==> src/rtl/px_source_lfsr_mux_pkg.sv <==
`default_nettype none
// ============================================================================
// Module      : px_source_lfsr_mux_pkg
// Description : Shared types and constants for the pixel source / LFSR mux.
// Revision    : 1.0 - initial release
// ============================================================================
package px_source_lfsr_mux_pkg;

    // Widest pixel the downstream gray/sobel core accepts
    localparam int c_MAX_PIXEL_BITS = 24;

    // x^16 + x^5 + x^3 + x^2 + 1 Galois feedback mask
    localparam logic [15:0] c_DEFAULT_TAPS = 16'h002D;

    // Source FSM state encoding
    typedef logic [1:0] state_t;
    localparam state_t c_ST_CFG  = 2'd0;
    localparam state_t c_ST_IDLE = 2'd1;
    localparam state_t c_ST_RUN  = 2'd2;
    localparam state_t c_ST_DONE = 2'd3;

endpackage
`default_nettype wire

==> src/rtl/px_source_lfsr_mux_lfsr_galois.sv <==
`default_nettype none
// ============================================================================
// Module      : lfsr_galois
// Description : Galois LFSR with parallel load and step enable. Load wins
//               over step when both are asserted.
// Revision    : 1.0 - initial release
// ============================================================================
module lfsr_galois #(
    parameter int                   LFSR_BITS = 16,
    parameter logic [LFSR_BITS-1:0] TAPS      = 16'h002D
) (
    input  logic                 clk,
    input  logic                 rst,
    input  logic                 i_load,
    input  logic [LFSR_BITS-1:0] i_load_value,
    input  logic                 i_step,
    output logic [LFSR_BITS-1:0] o_state
);

    logic [LFSR_BITS-1:0] r_state;
    logic [LFSR_BITS-1:0] w_next;

    // Shift left; fold the feedback mask in when the MSB falls out
    always_comb begin
        w_next = {r_state[LFSR_BITS-2:0], 1'b0};
        if (r_state[LFSR_BITS-1]) begin
            w_next = w_next ^ TAPS;
        end
    end

    // State register: load a new value or advance one step
    always_ff @(posedge clk) begin
        if (rst) begin
            r_state <= '0;
        end else if (i_load) begin
            r_state <= i_load_value;
        end else if (i_step) begin
            r_state <= w_next;
        end
    end

    assign o_state = r_state;

endmodule
`default_nettype wire

==> src/rtl/px_source_lfsr_mux.sv <==
`default_nettype none
// ============================================================================
// Module      : px_source_lfsr_mux
// Description : Pixel source in front of the gray/sobel core. Muxes the SPI
//               pixel stream with a paced Galois LFSR pattern generator whose
//               seed and stop code are loaded byte-serially.
// Revision    : 1.0 - initial release
// ============================================================================
module px_source_lfsr_mux
    import px_source_lfsr_mux_pkg::*;
#(
    parameter int                   PX_BITS     = c_MAX_PIXEL_BITS,
    parameter int                   LFSR_BITS   = 16,
    parameter logic [LFSR_BITS-1:0] TAPS        = c_DEFAULT_TAPS,
    parameter int                   PX_INTERVAL = 4
) (
    input  logic               clk_i,
    input  logic               reset_i,
    input  logic [7:0]         cfg_byte_i,
    input  logic               cfg_valid_i,
    input  logic               select_input_i,
    input  logic               start_i,
    input  logic [PX_BITS-1:0] ext_px_i,
    input  logic               ext_px_rdy_i,
    output logic [PX_BITS-1:0] px_o,
    output logic               px_rdy_o,
    output logic               cfg_loaded_o,
    output logic               busy_o,
    output logic               done_o
);

    localparam int c_CFG_BYTES = 2 * LFSR_BITS / 8;
    localparam int c_CNT_W     = $clog2(c_CFG_BYTES + 1);
    localparam int c_PACE_W    = (PX_INTERVAL > 1) ? $clog2(PX_INTERVAL) : 1;
    localparam logic [c_CNT_W-1:0]  c_LAST_BYTE = c_CNT_W'(c_CFG_BYTES - 1);
    localparam logic [c_PACE_W-1:0] c_PACE_LAST = c_PACE_W'(PX_INTERVAL - 1);
    localparam int c_SR_BITS   = 2 * LFSR_BITS;

    state_t                r_state;
    logic [c_SR_BITS-1:0]  r_cfg_sr;
    logic [c_CNT_W-1:0]    r_byte_cnt;
    logic [c_PACE_W-1:0]   r_pace;
    logic [PX_BITS-1:0]    r_px;
    logic                  r_px_rdy;
    logic                  r_cfg_loaded;
    logic                  r_busy;
    logic                  r_done;

    logic [LFSR_BITS-1:0]  w_seed;
    logic [LFSR_BITS-1:0]  w_stop;
    logic [LFSR_BITS-1:0]  w_lfsr;
    logic [LFSR_BITS-1:0]  w_load_value;
    logic [PX_BITS-1:0]    w_lfsr_px;
    logic [c_SR_BITS-1:0]  w_cfg_shifted;
    logic                  w_start_run;
    logic                  w_emit;
    logic                  w_hit_stop;

    // Seed occupies the upper half of the config shift register, stop code
    // the lower half, because bytes arrive seed-first, MSB byte first.
    assign w_seed        = r_cfg_sr[c_SR_BITS-1:LFSR_BITS];
    assign w_stop        = r_cfg_sr[LFSR_BITS-1:0];
    assign w_cfg_shifted = {r_cfg_sr[c_SR_BITS-9:0], cfg_byte_i};

    // Pixel bit i mirrors LFSR bit (i mod LFSR_BITS)
    for (genvar i = 0; i < PX_BITS; i++) begin : g_px_map
        assign w_lfsr_px[i] = w_lfsr[i % LFSR_BITS];
    end

    // Run entry, pixel emission and stop-code detection
    always_comb begin
        w_start_run  = (r_state == c_ST_IDLE) && !cfg_valid_i && start_i && select_input_i;
        w_emit       = (r_state == c_ST_RUN) && start_i && select_input_i && (r_pace == c_PACE_LAST);
        w_hit_stop   = (w_stop != '0) && (w_lfsr == w_stop);
        w_load_value = (w_seed == '0) ? LFSR_BITS'(1) : w_seed;
    end

    lfsr_galois #(
        .LFSR_BITS (LFSR_BITS),
        .TAPS      (TAPS)
    ) u_lfsr (
        .clk          (clk_i),
        .rst          (reset_i),
        .i_load       (w_start_run),
        .i_load_value (w_load_value),
        .i_step       (w_emit),
        .o_state      (w_lfsr)
    );

    // Control FSM: config loading, run pacing, stop detection
    always_ff @(posedge clk_i) begin
        if (reset_i) begin
            r_state      <= c_ST_CFG;
            r_cfg_sr     <= '0;
            r_byte_cnt   <= '0;
            r_pace       <= '0;
            r_cfg_loaded <= 1'b0;
            r_busy       <= 1'b0;
            r_done       <= 1'b0;
        end else begin
            case (r_state)
                c_ST_CFG: begin
                    if (cfg_valid_i) begin
                        r_cfg_sr <= w_cfg_shifted;
                        if (r_byte_cnt == c_LAST_BYTE) begin
                            r_byte_cnt   <= '0;
                            r_cfg_loaded <= 1'b1;
                            r_state      <= c_ST_IDLE;
                        end else begin
                            r_byte_cnt <= r_byte_cnt + 1'b1;
                        end
                    end
                end
                c_ST_IDLE: begin
                    // A new config byte always beats a start request
                    if (cfg_valid_i) begin
                        r_cfg_sr     <= w_cfg_shifted;
                        r_byte_cnt   <= c_CNT_W'(1);
                        r_cfg_loaded <= 1'b0;
                        r_state      <= c_ST_CFG;
                    end else if (w_start_run) begin
                        r_pace  <= '0;
                        r_busy  <= 1'b1;
                        r_state <= c_ST_RUN;
                    end
                end
                c_ST_RUN: begin
                    if (!start_i) begin
                        r_busy  <= 1'b0;
                        r_state <= c_ST_IDLE;
                    end else if (select_input_i) begin
                        if (w_emit) begin
                            r_pace <= '0;
                            if (w_hit_stop) begin
                                r_busy  <= 1'b0;
                                r_done  <= 1'b1;
                                r_state <= c_ST_DONE;
                            end
                        end else begin
                            r_pace <= r_pace + 1'b1;
                        end
                    end
                end
                c_ST_DONE: begin
                    if (!start_i) begin
                        r_done  <= 1'b0;
                        r_state <= c_ST_IDLE;
                    end
                end
                default: begin
                    r_state <= c_ST_CFG;
                end
            endcase
        end
    end

    // Output mux: external stream when deselected, paced LFSR pixels otherwise
    always_ff @(posedge clk_i) begin
        if (reset_i) begin
            r_px     <= '0;
            r_px_rdy <= 1'b0;
        end else if (!select_input_i) begin
            r_px     <= ext_px_i;
            r_px_rdy <= ext_px_rdy_i;
        end else if (w_emit) begin
            r_px     <= w_lfsr_px;
            r_px_rdy <= 1'b1;
        end else begin
            r_px_rdy <= 1'b0;
        end
    end

    assign px_o         = r_px;
    assign px_rdy_o     = r_px_rdy;
    assign cfg_loaded_o = r_cfg_loaded;
    assign busy_o       = r_busy;
    assign done_o       = r_done;

endmodule
`default_nettype wire

==> config.mk <==
export PLATFORM = sky130hd
export DESIGN_NAME = px_source_lfsr_mux
export DESIGN_NICKNAME = d
export VERILOG_FILES = /design/src/rtl/px_source_lfsr_mux_pkg.sv /design/src/rtl/px_source_lfsr_mux_lfsr_galois.sv /design/src/rtl/px_source_lfsr_mux.sv
export SDC_FILE = /design/constraint.sdc
export NUM_CORES = 1
export LEC_CHECK = 0
export CAP_MARGIN = 20
export CORE_MARGIN = 3
export CORE_UTILIZATION = 54
export CTS_CLUSTER_DIAMETER = 150
export DETAILED_ROUTE_END_ITERATION = 10
export MAX_ROUTING_LAYER = met4
export PLACE_DENSITY = 0.84
export SLEW_MARGIN = 5
export SYNTH_ARGS = -nofsm -noshare
export SYNTH_HDL_FRONTEND = slang
export SYNTH_SLANG_ARGS = --single-unit
==> constraint.sdc <==
create_clock -name clk_i -period 2.9 [get_ports clk_i]
set_input_delay 0.725 -clock clk_i [delete_from_list [all_inputs] [get_ports clk_i]]
set_output_delay 0.725 -clock clk_i [all_outputs]
set_load 0.03 [all_outputs]
==> run summary, run 1 <==
status = completed
most frequent cells in the layout = nand2_1, dfxtp_1, clkdlybuf4s50_1
synth unique cells = 37
Seq cells post-synth = 83
remaining antenna violation count after routing = 0
Leakage = 1.716 nW
GP Congestion = 0.9225
Initial Util = 56.46%
Final min period = 2.201 ns
io pins = 66
hold buffers post-CTS = 0
clock tree buffer depth = 2
Hold Crit Class = register to register
Yosys top cell by area = dfxtp_1
crit-path max FO = 7
DRC viols = 0
Hold Violations, Final = 0
Final period util = 75.90%
endpoints failing setup = 0
worst hold path depth = 2
Setup crit end kind = register
total power = 2.656 mW
Num Clock Sinks = 83
setup clock skew after layout = 0.01302 ns
Comb power frac = 15.2%
Layout Nets = 557
port bufs = 65
Flop pwr share = 46.7%
Clock transition at path regs = 0.08 ns
fmax = 0.4543 GHz
global route overflow = 0
row count = 29
via count = 3,379
number of enable flip-flop cells after synthesis = 0
fraction of layout cells with a size suffix above 1 = 5.985%
Most used DFF post-synth = dfxtp_1
switching share of power = 26.66%
detailed router's first-iteration violation count = 250
First-pass DRT Iterations = 5
PostCTS Resize Cnt = 0
slew at the pin closest to its max-slew limit = 0.6130 ns
Yosys warnings = 0
most common cell after layout, fill and taps aside = nand2_1
# diodes = 0
Vias/cell = 5.679
Max Cap Viol = 0
syn avg cell area = 7.934 um2
Final Slew Violations = 0
setup TNS = 0 ns
RSZ-0062 raised after global routing = no
clock root cell = clkbuf_8
clock latency on the worst-skew pair = 0.36 ns
TritonCTS Buffers = 9
drt total wl = 9.146 mm
H-tree depth = 3
first-pass GRT wire length = 14.89 mm
Area Overhead vs Synth = 25.95%
pin count of the biggest net entering global routing = 34
clock share of power = 38.1%
R2R depth = 7
DR WL/cell = 15.37 um
WP data arrival = 2.44 ns
VDD IR max = 0.0003491 V
switching power = 0.7082 mW
area of the core = 0.006422 mm2
Die W = 87.95 um
WS Path Type = input pin to register
Post-synth ARST share = 0%
Power Density = 581.6 mW/mm2
Post-Syn Nets = 501
Die Ht = 87.95 um
initial antenna violation count = 0
Seq/Total Area, Yosys = 45.82%
CP required = 3.14 ns
Synth area leaders = dfxtp_1, nand2_1, a21oi_1
DPL Wire Length = 6.347 mm
Slew headroom = 58.76%
vias in the first global route = 3,161
Gate Count Post-Synth = 457
GRT Util Overall = 25.38%
CP startpoint kind = input pin
CTS tree = built
postcts setup bufs = 0
Synth top area share = 45.82%
Pint = 1.948 mW
Cell Area, Synth = 0.003626 mm2
Die Area = 0.007734 mm2
[synthesized netlist by cell type, types with 2 or more instances]
cell type / n
nand2b_1: 30
nor4_1: 10
nand2_1: 138
xor2_1: 16
o21ai_0: 4
nand3_1: 4
o211ai_1: 3
buf_2: 8
xnor2_1: 3
ha_1: 6
clkbuf_1: 18
nand4b_1: 2
a311oi_1: 13
a31oi_1: 25
inv_1: 4
buf_1: 3
a21oi_1: 45
nand4_1: 3
dfxtp_1: 83
nor2_1: 22
[final cells by class]
| class | instances | area, um2 |
|---|---|---|
| fillers | 488 | 1856 |
| multi-input cells | 340 | 1826 |
| flip-flops and latches | 83 | 1662 |
| repair buffers | 75 | 720.7 |
| clock buffers | 9 | 123.9 |
| clock inverters | 7 | 123.9 |
| well taps | 77 | 96.34 |
| inverters | 4 | 15.01 |
[cell families (layout without fill, tap and decap cells)]
| logic type | after synthesis | after routing | synth area share, % |
|---|---|---|---|
| simple gates | 215 | 215 | 26.26 |
| fa+ha+maj | 6 | 6 | 2.070 |
| compound gates | 98 | 98 | 16.67 |
| mux | 2 | 2 | 0.5866 |
| buf+inv | 34 | 95 | 4.003 |
| flops | 83 | 83 | 45.82 |
| xor+xnor | 19 | 19 | 4.589 |
[critical path, cell delays in order]
cell	delay [ns]
clkdlybuf4s50_1	0.59
nand2b_1	0.23
o2bb2ai_1	0.18
nand4_1	0.14
o21ai_2	0.21
mux2_1	0.36
[per-stage QoR]
step | util, % | std cells | instance area, um2 | setup slack, ns | hold WS (ns)
floorplan | - | 457 | 3626 | 1.037 | 0.4327
global placement | 67.25 | 579 | 4319 | 0.4661 | 0.4431
detailed placement | 67.25 | 579 | 4319 | 0.3941 | 0.4493
CTS | 71.11 | 595 | 4567 | 0.7418 | 0.4614
global route | 71.11 | 595 | 4567 | 0.5550 | 0.4879
finish | 71.11 | 595 | 4567 | 0.6989 | 0.4585
[power by group through the flow]
stage / Sequential (mW) / Clock, mW / Combinational (mW)
floorplan: 1.30 / 0 / 0.205
global placement: 1.26 / 0 / 0.391
detailed placement: 1.27 / 0 / 0.401
CTS: 1.24 / 1.03 / 0.406
global route: 1.25 / 1.08 / 0.445
finish: 1.24 / 1.01 / 0.405
[sequential cells by signal, summed over array words and instances (netlist names)]
name	count
r_cfg_sr	32
px_o	24
u_lfsr.o_state	16
r_byte_cnt	3
r_pace	2
r_state	2
busy_o	1
cfg_loaded_o	1
done_o	1
px_rdy_o	1
[metal layers]
metal	vias to the layer above	track usage, %	wire, um
met4	0	11.44	201
li1	1671	-	-
met5	-	-	0
met2	121	40.41	4243
met3	17	3.763	556
met1	1570	31.82	4144
[path summary, 6_finish.rpt]
kind	startpoint	to	slack (ns)
max reg2reg	r_state[0]	r_state[0]	0.87
min reg2reg	r_byte_cnt[1]	r_byte_cnt[1]	0.46
max	cfg_valid_i	r_state[0]	0.70
min	r_byte_cnt[1]	r_byte_cnt[1]	0.46
Note: power is estimated with default switching activity, not from simulation.
==> run 2, diff against run 1 <==
--- a/config.mk
+++ b/config.mk
@@ -7,11 +7,11 @@
 export LEC_CHECK = 0
 export CAP_MARGIN = 20
 export CORE_MARGIN = 3
-export CORE_UTILIZATION = 54
+export CORE_UTILIZATION = 47
 export CTS_CLUSTER_DIAMETER = 150
 export DETAILED_ROUTE_END_ITERATION = 10
 export MAX_ROUTING_LAYER = met4
-export PLACE_DENSITY = 0.84
+export PLACE_DENSITY = 0.78
 export SLEW_MARGIN = 5
 export SYNTH_ARGS = -nofsm -noshare
 export SYNTH_HDL_FRONTEND = slang
==> constraint.sdc (replaced) <==
create_clock -name clk_i -period 2 [get_ports clk_i]
set_input_delay 0.5 -clock clk_i [delete_from_list [all_inputs] [get_ports clk_i]]
set_output_delay 0.5 -clock clk_i [all_outputs]
set_load 0.03 [all_outputs]
==> run 2 against run 1 <==
  * Clock-buffer cell count increased by 2
  * First-iteration DRC count up 15%
  * Sequential power increased by 45%
  * Critical endpoint is now px_o[0]
  * Largest power group unchanged
==> run summary, run 2 (same netlist as run 1, synthesis figures left out) <==
status = completed
setup clock skew after layout = 0.006631 ns (-0.006385 ns)
Hold WS = 0.4577 ns (-0.0007610 ns)
io pins = 66 (unchanged)
Initial Util = 49.20% (-7.3 points)
DR WL/cell = 14.70 um (-4.4%)
total power = 3.855 mW (+45%)
vias in the first global route = 3,184 (+0.73%)
CP required = 1.50 ns (-1.64 ns)
crit-path max FO = 2 (-5)
VDD IR max = 0.0004456 V (+28%)
Leakage = 1.796 nW (+4.7%)
Layout Nets = 570 (+2.3%)
RSZ-0062 raised after global routing = no
Max Cap Viol = 0 (unchanged)
port bufs = 65 (unchanged)
Post-Route Utilization = 64.09% (-7.0 points)
worst hold path depth = 2 (unchanged)
Setup crit end kind = output port
Num Clock Sinks = 83 (unchanged)
remaining antenna violation count after routing = 0 (unchanged)
DRC viols = 0 (unchanged)
pin count of the biggest net entering global routing = 54 (+59%)
Largest stage delay, worst path = 0.68 ns (+0.09 ns)
# diodes = 0 (unchanged)
first-pass GRT wire length = 15.32 mm (+2.9%)
Pint = 2.877 mW (+48%)
clock tree buffer depth = 2 (unchanged)
Filler cells = 658 (+35%)
GRT Util Overall = 22.40% (-3.0 points)
DPL Wire Length = 6.726 mm (+6.0%)
via count = 3,450 (+2.1%)
switching share of power = 25.39% (-1.3 points)
Final min period = 1.870 ns
Power Density = 816.3 mW/mm2 (+40%)
Die W = 93.84 um (+6.7%)
switching power = 0.9788 mW (+38%)
Levels on crit path = 1 (-5)
Slew headroom = 63.76% (+5.0 points)
Clock transition at path regs = 0.08 ns (about the same)
clock latency on the worst-skew pair = 0.34 ns (-0.02 ns)
postcts setup bufs = 0 (unchanged)
row count = 31 (+6.9%)
WP data arrival = 1.37 ns (-1.07 ns)
hold buffers post-CTS = 0 (unchanged)
Die Ht = 93.84 um (+6.7%)
PostCTS Resize Cnt = 0 (unchanged)
register area = 0.001662 mm2 (unchanged)
Final Slew Violations = 0 (unchanged)
cells along the critical path = clkdlybuf4s50_1
Final period util = 93.51%
fraction of layout cells with a size suffix above 1 = 8.098% (+2.1 points)
TritonCTS Buffers = 9 (unchanged)
detailed router's first-iteration violation count = 287 (+15%)
Area Overhead vs Synth = 30.26%
slowest CP cell = clkdlybuf4s50_1
WS Path Type = register to output port
H-tree depth = 3 (unchanged)
max reg flops = 32 (unchanged)
dpl cells = 614 (+6.0%)
Die Area = 0.008805 mm2 (+14%)
fmax = 0.5347 GHz
R2R depth = 7 (unchanged)
most common cell after layout, fill and taps aside = nand2_1
clock root cell = clkbuf_8
Largest Register = r_cfg_sr
endpoints failing setup = 0 (unchanged)
area of the core = 0.007370 mm2 (+15%)
CP startpoint kind = register
Comb power frac = 16.1% (+0.9 points)
Vias/cell = 5.476 (-3.6%)
slew at the pin closest to its max-slew limit = 0.5436 ns (-0.06945 ns)
setup TNS = 0 ns (unchanged)
global route overflow = 0 (unchanged)
drt total wl = 9.262 mm (+1.3%)
Hold Violations, Final = 0 (unchanged)
most frequent cells in the layout = nand2_1, dfxtp_1, clkdlybuf4s50_1
GP Congestion = 0.8852 (-4.0%)
initial antenna violation count = 0 (unchanged)
post-route insts no fill = 630 (+5.9%)
crit-path leading delay family = buffers and inverters
First-pass DRT Iterations = 5 (unchanged)
Multi-input gate area = 0.001826 mm2 (unchanged)
Worst Path Buf+Inv = 1 (unchanged)
Flop pwr share = 46.6% (about the same)
Hold Crit Class = input pin to register
clock share of power = 37.3% (-0.8 points)
CTS tree = built
[run 2: layout make-up]
type / count / area share, %
tap: 99 / 2.623
multi-input combinational: 340 / 38.65
inverter: 4 / 0.3179
clock inverter: 5 / 2.119
clock buffer: 11 / 2.993
sequential: 83 / 35.18
timing repair buffer: 88 / 18.12
[run 2: metal layers]
metal	vias up	global-route usage, %	wire length (um)
li1	1699	-	-
met1	1587	29.18	4213
met2	146	33.77	4071
met3	18	5.369	740
met4	0	8.424	236
met5	-	-	0
[run 2: stage by stage]
step	instance area, um2	setup WS, ns
after floorplan	3626	0.2851
after CTS	4723	0.1119
after detailed placement	4482	-0.1273
after global routing	4723	0.04667
after global placement	4482	-0.06651
final	4723	0.1297
[run 2: path summary, 6_finish.rpt]
| check | from | end | slack [ns] |
|---|---|---|---|
| min reg2reg | r_byte_cnt[2] | r_byte_cnt[2] | 0.46 |
| max reg2reg | r_state[0] | r_state[0] | 0.25 |
| max | px_o[0] | px_o[0] | 0.13 |
| min | reset_i | r_byte_cnt[0] | 0.46 |
[run 2: power by group through the flow]
stage	clock, mW	combinational, mW	sequential [mW]
2_1_floorplan	0	0.297	1.89
3_3_place_gp	0	0.607	1.83
3_5_place_dp	0	0.621	1.84
4_1_cts	1.47	0.623	1.80
5_1_grt	1.56	0.679	1.81
6_report	1.44	0.620	1.80
==> patch (config.mk and constraints of run 2) <==
Reset style: asynchronous (`reset_i` and `rst`), changed in 3 clocked blocks.
--- a/src/rtl/px_source_lfsr_mux_lfsr_galois.sv
+++ b/src/rtl/px_source_lfsr_mux_lfsr_galois.sv
@@ -29,7 +29,7 @@
     end
 
     // State register: load a new value or advance one step
-    always_ff @(posedge clk) begin
+    always_ff @(posedge clk or posedge rst) begin
         if (rst) begin
             r_state <= '0;
         end else if (i_load) begin
--- a/src/rtl/px_source_lfsr_mux.sv
+++ b/src/rtl/px_source_lfsr_mux.sv
@@ -88,7 +88,7 @@
     );
 
     // Control FSM: config loading, run pacing, stop detection
-    always_ff @(posedge clk_i) begin
+    always_ff @(posedge clk_i or posedge reset_i) begin
         if (reset_i) begin
             r_state      <= c_ST_CFG;
             r_cfg_sr     <= '0;
@@ -155,7 +155,7 @@
     end
 
     // Output mux: external stream when deselected, paced LFSR pixels otherwise
-    always_ff @(posedge clk_i) begin
+    always_ff @(posedge clk_i or posedge reset_i) begin
         if (reset_i) begin
             r_px     <= '0;
             r_px_rdy <= 1'b0;
Check against the original RTL: differs if reset_i is asserted again (counterexample within 4 cycles, from zero or initial values and one cycle with reset_i high); with reset_i held inactive, the same outputs for 10 cycles.
==> patch against run 2 <==
  * Design area increased by 5.3%
  * Register-to-register slack is essentially flat
  * Global-route usage is 1.3 points lower
  * Clock skew grew 0.0024 ns
  * Setup slack got worse by 0.067 ns
  * Sequential cell count unchanged
  * Cell count fell by 16%
  * Wire length fell by 5.7%
  * Area after synthesis up 5.8%
  * Die area rose by 5.4%
  * Critical path type unchanged
  * Largest cell class is now flip-flops and latches
Power is not compared: it rests on default switching activity, and its combinational part moved more than twofold at a synthesized area within 25%.
==> patch: results (changes against run 2) <==
stage,metric,value,unit,change
synth,XOR/XNOR Fraction of Synth Area,0.0453,,was 0.0459
routing,met2 WL,4010,µm,was 4070 µm
placed_design,IO Port Bufs,65,,unchanged
synth,post-synth cell types,44,,was 37
routing,first-iteration detailed-routing DRC count,147,,was 287
placed_design,pre-CTS setup slack,-0.0956,ns,was -0.127 ns
routing,Vias/cell,5.56,,was 5.48
synth,area of the mapped netlist,3840,µm²,was 3630 µm²
clocking,post-CTS setup buffer count,0,,unchanged
synth,Ys Warns,0,,unchanged
pwr,VDD IR max,0.000599,V,
clocking,H-tree depth,3,,unchanged
outcome,status,finished clean,,unchanged
routing,DR top layer,met4,,unchanged
timing,Hold Slack,0.458,ns,about the same
synth,"Seq/Total Area, Yosys",0.541,,was 0.458
finish,largest reg by FF count,r_cfg_sr,,unchanged
clocking,clk_lat worst skew,0.35,ns,
clocking,Max Buffers Root-to-Sink,2,,unchanged
clocking,"Clk pin slew, worst setup/hold paths",0.08,ns,about the same
timing,Clock Skews,0.00901,ns,was 0.00663 ns
global_route,first-pass GRT wire length,14500,µm,was 15300 µm
routing,DR WL/cell,16.5,µm,was 14.7 µm
synth,syn nets,386,,was 501
worst_setup_path,CP max stage delay,0.69,ns,
clocking,CTS buffer count,9,,unchanged
synth,multiplexer area fraction after synthesis,0.0992,,was 0.00587
global_route,largest net degree at the start of global routing,52,,was 54
global_route,antenna violations before repair,0,,unchanged
pwr,Net Sw Frac,0.360,,
placed_design,RD Place Congestion,0.860,,was 0.885
pwr,Leakage Power,2.12,nW,
global_route,vias in the first global route,2956,,was 3184
synth,"top cells by area, synth","dfrtp_1 (54%), mux2_2 (9.4%), a221o_1 (4.4%)",,"was dfxtp_1 (46%), nand2_1 (14%), a21oi_1 (6.2%)"
finish,share of layout cells above drive strength 1,0.184,,was 0.0810
routing,Post-Route M1 WL,3810,µm,was 4210 µm
routing,met3 wire length,659,µm,was 740 µm
placed_design,placed cells,515,,was 614
worst_setup_path,CP max FO,4,,was 2
synth,async set or reset register ratio after synthesis,1.00,,was 0
placed_design,dpl hpwl,6550,µm,was 6730 µm
synth,Compound-Gate Fraction of Synth Area,0.131,,was 0.167
worst_setup_path,slowest CP cell,clkdlybuf4s50_1,,unchanged
finish,final cell count without fillers,531,,was 630
finish,ANT cells,0,,unchanged
timing,worst slew pin tran,0.356,ns,was 0.544 ns
min_path,hold crit path type,in -> async,,was in -> reg
timing,fmax,0.516,GHz,was 0.535 GHz
worst_setup_path,"reg-to-reg slack, setup",0.25,ns,about the same
global_route,Tot GR Track Use,0.211,,was 0.224
synth,Synth top cells by count,"dfrtp_1 (83), nand2_1 (44), mux2_2 (32)",,"was nand2_1 (138), dfxtp_1 (83), a21oi_1 (45)"
finish,"Net count, final",468,,was 570
synth,Syn Inst Count,342,,was 457
synth,Post-Synth Adder-Cell Area,0.0196,,was 0.0207
==> patch: changes by cell type in the layout (fill, tap and decap cells not counted), sizes merged, moves of 8 or more <==
cell    delta
nand2b    -29
a21oi     -35
a311oi    -12
a221o     +17
a31oi     -15
and2      +10
dfxtp     -83
xor2       -8
xnor2      +8
mux2      +31
dfrtp     +83
nand2     -94
o21ai     +10
==> patch: per-layer routing <==
metal,vias up,global-route usage
met1,1410,0.277
li1,1396,-
met2,123,0.324
met4,0,0.0794
met3,21,0.0446
met5,-,-
==> patch: cells by family (layout without fill, tap and decap cells) <==
group	count (synthesis)	in the layout
and+or+nand+nor	103	103
buffers and inverters	26	113
adders and majority gates	6	6
xor gates and xnor gates	19	19
DFF	83	83
muxes	34	34
AOI/OAI and AO/OA	71	71
==> patch: power groups by stage <==
stage	combinational, W	sequential [W]	clock [W]
final	0.00212	0.00299	0.00121
after global routing	0.00236	0.00308	0.00132
after CTS	0.00214	0.00298	0.00124
after detailed placement	0.00214	0.00301	0
after global placement	0.00206	0.00298	0
after floorplan	0.00150	0.00287	0
==> patch: final cells by class <==
| class | count | area (µm²) |
|---|---|---|
| Inverter | 8 | 33.8 |
| Sequential cell | 83 | 2080 |
| Timing Repair Buffer | 89 | 906 |
| Clock buffer | 9 | 124 |
| Fill cell | 646 | 2830 |
| Tap cell | 102 | 128 |
| Clock inverter | 7 | 77.6 |
| Multi-Input combinational cell | 233 | 1630 |
==> patch: through the flow <==
stage          power [W]  cell area (µm²)
3_5_place_dp     0.00515             4770
5_1_grt          0.00676             4970
2_1_floorplan    0.00437             3840
3_3_place_gp     0.00503             4770
4_1_cts          0.00636             4970
6_report         0.00633             4970
==> patch: path summary, 6_finish.rpt <==
check / start / depth (start not counted) / end
worst min-delay path: reset_i / 2 / r_pace[1]$_DFFE_PP0P_
worst max register to register: r_state[1]$_DFFE_PP0P_ / 6 / u_lfsr.o_state[0]$_DFFE_PP0P_
worst min register to register: px_o[13]$_DFFE_PP0P_ / 2 / px_o[13]$_DFFE_PP0P_
max in group asynchronous: reset_i / 3 / r_cfg_sr[3]$_DFFE_PP0P_
worst max-delay path: busy_o$_DFFE_PP0P_ / 1 / busy_o
min in group clk_i: px_o[13]$_DFFE_PP0P_ / 2 / px_o[13]$_DFFE_PP0P_
